$ cat config.mk
export PLATFORM = sky130hd
export DESIGN_NAME = mac_seq_flat
export DESIGN_NICKNAME = d
export VERILOG_FILES = /design/src/rtl/mac_seq_if.sv /design/src/rtl/mac_seq.sv /design/src/flat_wrapper.sv
export SDC_FILE = /design/constraint.sdc
export NUM_CORES = 1
export LEC_CHECK = 0
export CORE_MARGIN = 1.5
export CORE_UTILIZATION = 38
export DETAILED_ROUTE_END_ITERATION = 10
export PLACE_DENSITY = 0.8
export REMOVE_ABC_BUFFERS = 1
export SYNTH_ARGS = -nofsm -noshare
export SYNTH_HDL_FRONTEND = slang
export SYNTH_SLANG_ARGS = --single-unit
$ cat constraint.sdc
create_clock -name clk -period 2.3 [get_ports clk]
set_input_delay 0.345 -clock clk [delete_from_list [all_inputs] [get_ports clk]]
set_output_delay 0.345 -clock clk [all_outputs]
set_load 0.03 [all_outputs]
$ cat src/rtl/mac_seq_if.sv
// Bundle of the sequencer's control, operand, result and MAC-side signals.
// The sequencer uses the slave view; the surrounding system uses the master view.
interface mac_seq_if #(
  parameter int DW   = 16,
  parameter int ACCW = 40,
  parameter int LW   = 8
);
  logic            start;
  logic [LW-1:0]   len;
  logic            abort;
  logic            busy;
  logic            in_valid;
  logic            in_ready;
  logic [DW-1:0]   in_a;
  logic [DW-1:0]   in_b;
  logic            out_valid;
  logic            out_ready;
  logic [ACCW-1:0] out_data;
  logic            mac_clear;
  logic            mac_en;
  logic [DW-1:0]   mac_a;
  logic [DW-1:0]   mac_b;
  logic [ACCW-1:0] mac_acc;

  modport slave (
    input  start, len, abort, in_valid, in_a, in_b, out_ready, mac_acc,
    output busy, in_ready, out_valid, out_data, mac_clear, mac_en, mac_a, mac_b
  );

  modport master (
    output start, len, abort, in_valid, in_a, in_b, out_ready, mac_acc,
    input  busy, in_ready, out_valid, out_data, mac_clear, mac_en, mac_a, mac_b
  );
endinterface

$ cat src/rtl/mac_seq.sv
// Dot-product sequencer: clears an external MAC, streams len operand pairs into it
// and returns the captured accumulator on a valid/ready result port.
module mac_seq #(
  parameter int DW   = 16,
  parameter int ACCW = 40,
  parameter int LW   = 8
) (
  input  logic     clk,
  input  logic     nreset,
  mac_seq_if.slave bus
);

  typedef enum logic [2:0] {
    S_IDLE  = 3'd0,
    S_CLEAR = 3'd1,
    S_RUN   = 3'd2,
    S_DRAIN = 3'd3,
    S_DONE  = 3'd4
  } state_t;

  state_t          r_state;
  state_t          w_next;
  logic [LW-1:0]   r_len_q;
  logic [LW-1:0]   r_cnt;
  logic [ACCW-1:0] r_out_data;

  logic            w_in_ready;
  logic            w_beat;
  logic            w_last;
  logic            w_busy;
  logic            w_out_valid;
  logic            w_mac_clear;
  logic [DW-1:0]   w_mac_a;
  logic [DW-1:0]   w_mac_b;

  // A beat needs the operand, the RUN state and no abort in the same cycle.
  assign w_beat = bus.in_valid && w_in_ready && !bus.abort;
  assign w_last = (r_cnt == (r_len_q - LW'(1)));

  always_ff @(posedge clk or negedge nreset) begin
    if (!nreset) begin
      r_state <= S_IDLE;
    end else begin
      r_state <= w_next;
    end
  end

  always_comb begin
    w_next = r_state;
    if (bus.abort) begin
      w_next = S_IDLE;
    end else begin
      unique case (r_state)
        S_IDLE:  if (bus.start) w_next = S_CLEAR;
        S_CLEAR: w_next = (r_len_q != '0) ? S_RUN : S_DRAIN;
        S_RUN:   if (w_beat && w_last) w_next = S_DRAIN;
        S_DRAIN: w_next = S_DONE;
        S_DONE:  if (bus.out_ready) w_next = S_IDLE;
        default: w_next = S_IDLE;
      endcase
    end
  end

  always_comb begin
    w_busy      = (r_state != S_IDLE);
    w_in_ready  = (r_state == S_RUN);
    w_out_valid = (r_state == S_DONE);
    w_mac_clear = (r_state == S_CLEAR);
  end

  always_ff @(posedge clk or negedge nreset) begin
    if (!nreset) begin
      r_len_q <= '0;
      r_cnt   <= '0;
    end else if (r_state == S_IDLE && bus.start && !bus.abort) begin
      r_len_q <= bus.len;
      r_cnt   <= '0;
    end else if (w_beat) begin
      r_cnt <= r_cnt + LW'(1);
    end
  end

  // The MAC register has settled by DRAIN, so its value is final here.
  always_ff @(posedge clk or negedge nreset) begin
    if (!nreset) begin
      r_out_data <= '0;
    end else if (r_state == S_DRAIN && !bus.abort) begin
      r_out_data <= bus.mac_acc;
    end
  end

  assign w_mac_a = bus.in_a;
  assign w_mac_b = bus.in_b;

  assign bus.busy      = w_busy;
  assign bus.in_ready  = w_in_ready;
  assign bus.out_valid = w_out_valid;
  assign bus.out_data  = r_out_data;
  assign bus.mac_clear = w_mac_clear;
  assign bus.mac_en    = w_beat;
  assign bus.mac_a     = w_mac_a;
  assign bus.mac_b     = w_mac_b;

endmodule

$ cat src/flat_wrapper.sv
// flat-port wrapper written by rule: the top's interface ports become plain ports
module mac_seq_flat 
#(
  parameter int DW   = 16,
  parameter int ACCW = 40,
  parameter int LW   = 8
)
  (clk, nreset, bus_start, bus_len, bus_abort, bus_in_valid, bus_in_a, bus_in_b, bus_out_ready, bus_mac_acc, bus_busy, bus_in_ready, bus_out_valid, bus_out_data, bus_mac_clear, bus_mac_en, bus_mac_a, bus_mac_b);
  mac_seq_if #(.DW(DW), .ACCW(ACCW), .LW(LW)) bus_i ();
  input  logic clk;
  input  logic nreset;
  input wire logic [$bits(bus_i.start)-1:0] bus_start;
  input wire logic [$bits(bus_i.len)-1:0] bus_len;
  input wire logic [$bits(bus_i.abort)-1:0] bus_abort;
  input wire logic [$bits(bus_i.in_valid)-1:0] bus_in_valid;
  input wire logic [$bits(bus_i.in_a)-1:0] bus_in_a;
  input wire logic [$bits(bus_i.in_b)-1:0] bus_in_b;
  input wire logic [$bits(bus_i.out_ready)-1:0] bus_out_ready;
  input wire logic [$bits(bus_i.mac_acc)-1:0] bus_mac_acc;
  output wire logic [$bits(bus_i.busy)-1:0] bus_busy;
  output wire logic [$bits(bus_i.in_ready)-1:0] bus_in_ready;
  output wire logic [$bits(bus_i.out_valid)-1:0] bus_out_valid;
  output wire logic [$bits(bus_i.out_data)-1:0] bus_out_data;
  output wire logic [$bits(bus_i.mac_clear)-1:0] bus_mac_clear;
  output wire logic [$bits(bus_i.mac_en)-1:0] bus_mac_en;
  output wire logic [$bits(bus_i.mac_a)-1:0] bus_mac_a;
  output wire logic [$bits(bus_i.mac_b)-1:0] bus_mac_b;
  assign bus_i.start = bus_start;
  assign bus_i.len = bus_len;
  assign bus_i.abort = bus_abort;
  assign bus_i.in_valid = bus_in_valid;
  assign bus_i.in_a = bus_in_a;
  assign bus_i.in_b = bus_in_b;
  assign bus_i.out_ready = bus_out_ready;
  assign bus_i.mac_acc = bus_mac_acc;
  assign bus_busy = bus_i.busy;
  assign bus_in_ready = bus_i.in_ready;
  assign bus_out_valid = bus_i.out_valid;
  assign bus_out_data = bus_i.out_data;
  assign bus_mac_clear = bus_i.mac_clear;
  assign bus_mac_en = bus_i.mac_en;
  assign bus_mac_a = bus_i.mac_a;
  assign bus_mac_b = bus_i.mac_b;
  mac_seq #(.DW(DW), .ACCW(ACCW), .LW(LW)) u_core (.clk(clk), .nreset(nreset), .bus(bus_i));
endmodule
==> impl_metrics.csv <==
group,metric,value,unit
cts,ctsHoldBuffers,0,
drt,via_per_inst,4.92,
floorplan,die_y,89.5,microns
layout,fillers,657,
drt,totalWireLength,7000,microns
logic_synthesis,synth_top_area_share,52.0,%
drt,top_layer,"met5",
drt,ant_nets,0,
setup_path,rrSetupSlack,0.27,ns
logic_synthesis,async_flop_share,100,%
setup_path,crit_required,1.96,ns
cts,ctsRootBufferMaster,"clkbuf_8",
floorplan,coreArea,7250,sq um
power_and_ir_drop,swShare,33.3,%
global_route,antenna_found_initial,0,
placement,hpwl,5360,microns
floorplan,rows,31,
sta,rsz0062_at_grt,"false",
cts,cts_tree,"done",
run,cap_violations,0,
layout,fin_cells,412,
setup_path,arrival,1.78,ns
layout,final_cell_mix,"96 x clkdlybuf4s50_1, 59 x dfrtp_1, 46 x mux2_2, 12 x nor2_1",
sta,post-route-period-util,92.6,%
setup_path,crit_fanout,7,
logic_synthesis,ys_ff_latch,59,
status,status,"complete, no violations",
power_and_ir_drop,vdd_drop_max,0.522,mV
logic_synthesis,syn_area,2840,sq um
logic_synthesis,yosysTopAreaCell,"dfrtp_1",
logic_synthesis,ys_types,33,
global_route,grt_overflow_total,0,
floorplan,io_pins,163,
power_and_ir_drop,p_leak,1.66,nW
placement,port_buffers,98,
power_and_ir_drop,power_density,986,nW/um^2
power_and_ir_drop,p_int,0.00259,W
sta,report.final.slew_viol_count,0,
cts,h-tree-depth,3,
logic_synthesis,yosysSeqAreaShare,52.0,%
layout,fin_nets,397,
sta,min_period,2.13,ns
drt,wl_met2,2960,microns
sta,setup_viol,0,
cts,cts_max_path_buffers,2,
global_route,first_global_vias,2078,
layout,layout_commonest_cell,"clkdlybuf4s50_1",
logic_synthesis,yosys_warnings,0,
drt,firstDrtPassIters,6,
floorplan,start_util,39.2,%
power_and_ir_drop,switchingPower,0.00129,W
power_and_ir_drop,p_clk_share,26.1,%
sta,timing.hold.ws,0.0284,ns
logic_synthesis,synthCells,234,
power_and_ir_drop,comb_power_share,36.5,%
cts,cts_made_buffers,9,
logic_synthesis,synth_ff_type,"dfrtp_1",
setup_path,worst_setup_path_start_kind,"flop",
global_route,grtUsageTotal,18.2,%
layout,drive_above_1_share,23.0,%
cts,cts.sinks,59,
drt,wl_per_cell,17.0,microns
sta,hold_viol_final,0,
cts,post_cts_resized,0,
power_and_ir_drop,p_total,0.00389,W
placement,place_area,3720,sq um
layout,fin_util,54.3,%
drt,first_iter_violations,31,
logic_synthesis,synth-edff-count,0,
setup_path,path_class,"reg -> out",
logic_synthesis,avgSynthCellArea,12.1,sq um
global_route,grt_pass1_wl,10500,microns
layout,syn_to_final_growth,38.6,%
sta,slew_headroom,58.2,%
cts,post_cts_buffers,0,
drt,wl_met1,3040,microns
sta,worst_pin_slew,0.628,ns
logic_synthesis,synth.area.top_cells,"dfrtp_1 52%, mux2_2 18%, buf_4 8.5%",
placement,dp.cells,396,
global_route,grt_max_degree,35,
sta,fmax,470,MHz
drt,dr_total_vias,2027,
placement,gp_congestion,0.795,
layout,antenna_cells,0,
floorplan,die_x,89.5,microns
drt,met3WireLength,915,microns
drt,drc,0,
layout,final_area,3940,sq um
cts,insertion_delay,0.33,ns
min_path,hp-class,"in -> async",
sta,fin_worst_skew,0.00630,ns
cts,path_clk_slew,0.07,ns
floorplan,dieArea,8000,sq um
power_and_ir_drop,p_seq_share,37.3,%
setup_path,endpoint_kind,"primary output",
## through the flow
stage	worst slack (ns)	setup TNS [ns]
6_report	0.170	0
4_1_cts	0.135	0
5_1_grt	0.0647	0
2_1_floorplan	-1.54	-61.48
3_3_place_gp	0.322	0
3_5_place_dp	0.281	0
## state kept, by name (all words and copies together), names as in the netlist
signal and count:
u_core.r_cnt 8, u_core.r_state 3, u_core.r_len_q 8, u_core.bus.out_data 40
## final cells by class
| class | count | area (sq um) | share of cell area, % |
|---|---|---|---|
| timing repair buffer | 103 | 1020 | 26.0 |
| clock inverter | 7 | 92.6 | 2.35 |
| inverter | 6 | 22.5 | 0.572 |
| tap | 99 | 124 | 3.14 |
| multi-input combinational | 129 | 1080 | 27.3 |
| sequential | 59 | 1480 | 37.5 |
| clock buffer | 9 | 124 | 3.14 |
## cells by family (layout without fill, tap and decap cells)
group                    count (synthesis)  after routing  synth area share, %
multiplexers                            46             46                 18.2
AND/OR/NAND/NOR                         48             48                 9.82
XOR/XNOR                                15             15                 4.62
adder cells (fa/ha/maj)                  3              3                 1.32
flip-flops                              59             59                 52.0
AO/OA/AOI/OAI                           17             17                 3.70
buffers and inverters                   46            125                 10.3
## power groups by stage
stage	clock network [W]	registers, W	logic [W]
global route	0.00110	0.00148	0.00151
finish	0.00102	0.00145	0.00142
floorplan	0	0.00188	0.000358
CTS	0.00105	0.00145	0.00144
global placement	0	0.00145	0.00141
detailed placement	0	0.00147	0.00143
## layer usage
| metal | vias to the layer above | GRT usage [%] |
|---|---|---|
| met5 | - | 5.84 |
| met4 | 2 | 4.34 |
| met3 | 9 | 13.9 |
| met2 | 113 | 24.1 |
| met1 | 983 | 22.7 |
| li1 | 920 | - |
## critical path, stage by stage, from the launching register on
cell and delay [ns]:
dfrtp_1 0.46, nor2_1 0.17, and2_1 0.16, clkdlybuf4s50_1 0.67
## Yosys cell counts (2+ instances only)
cell,number
xor2_1,6
and2_1,2
nor3_1,2
nand3_1,3
ha_1,3
dfrtp_1,59
nand4_1,3
nand2_1,6
and3_1,3
nand2b_1,3
or3_1,7
mux2_2,46
o21ai_0,6
nor2_1,12
buf_4,32
clkbuf_1,7
xnor2_1,9
inv_1,6
a21oi_1,5
## path summary, 6_finish.rpt
check                                             start                      end  depth (start not counted)
worst max register to register        u_core.r_len_q[2]        u_core.r_state[0]                          4
worst min-delay path                             nreset          u_core.r_cnt[7]                          1
max in group asynchronous                        nreset   u_core.bus.out_data[9]                          2
min in group clk                u_core.bus.out_data[26]  u_core.bus.out_data[26]                          1
worst min register to register  u_core.bus.out_data[26]  u_core.bus.out_data[26]                          1
worst max-delay path                  u_core.r_state[0]            bus_out_valid                          3
Power figures use the tool's default switching activity.
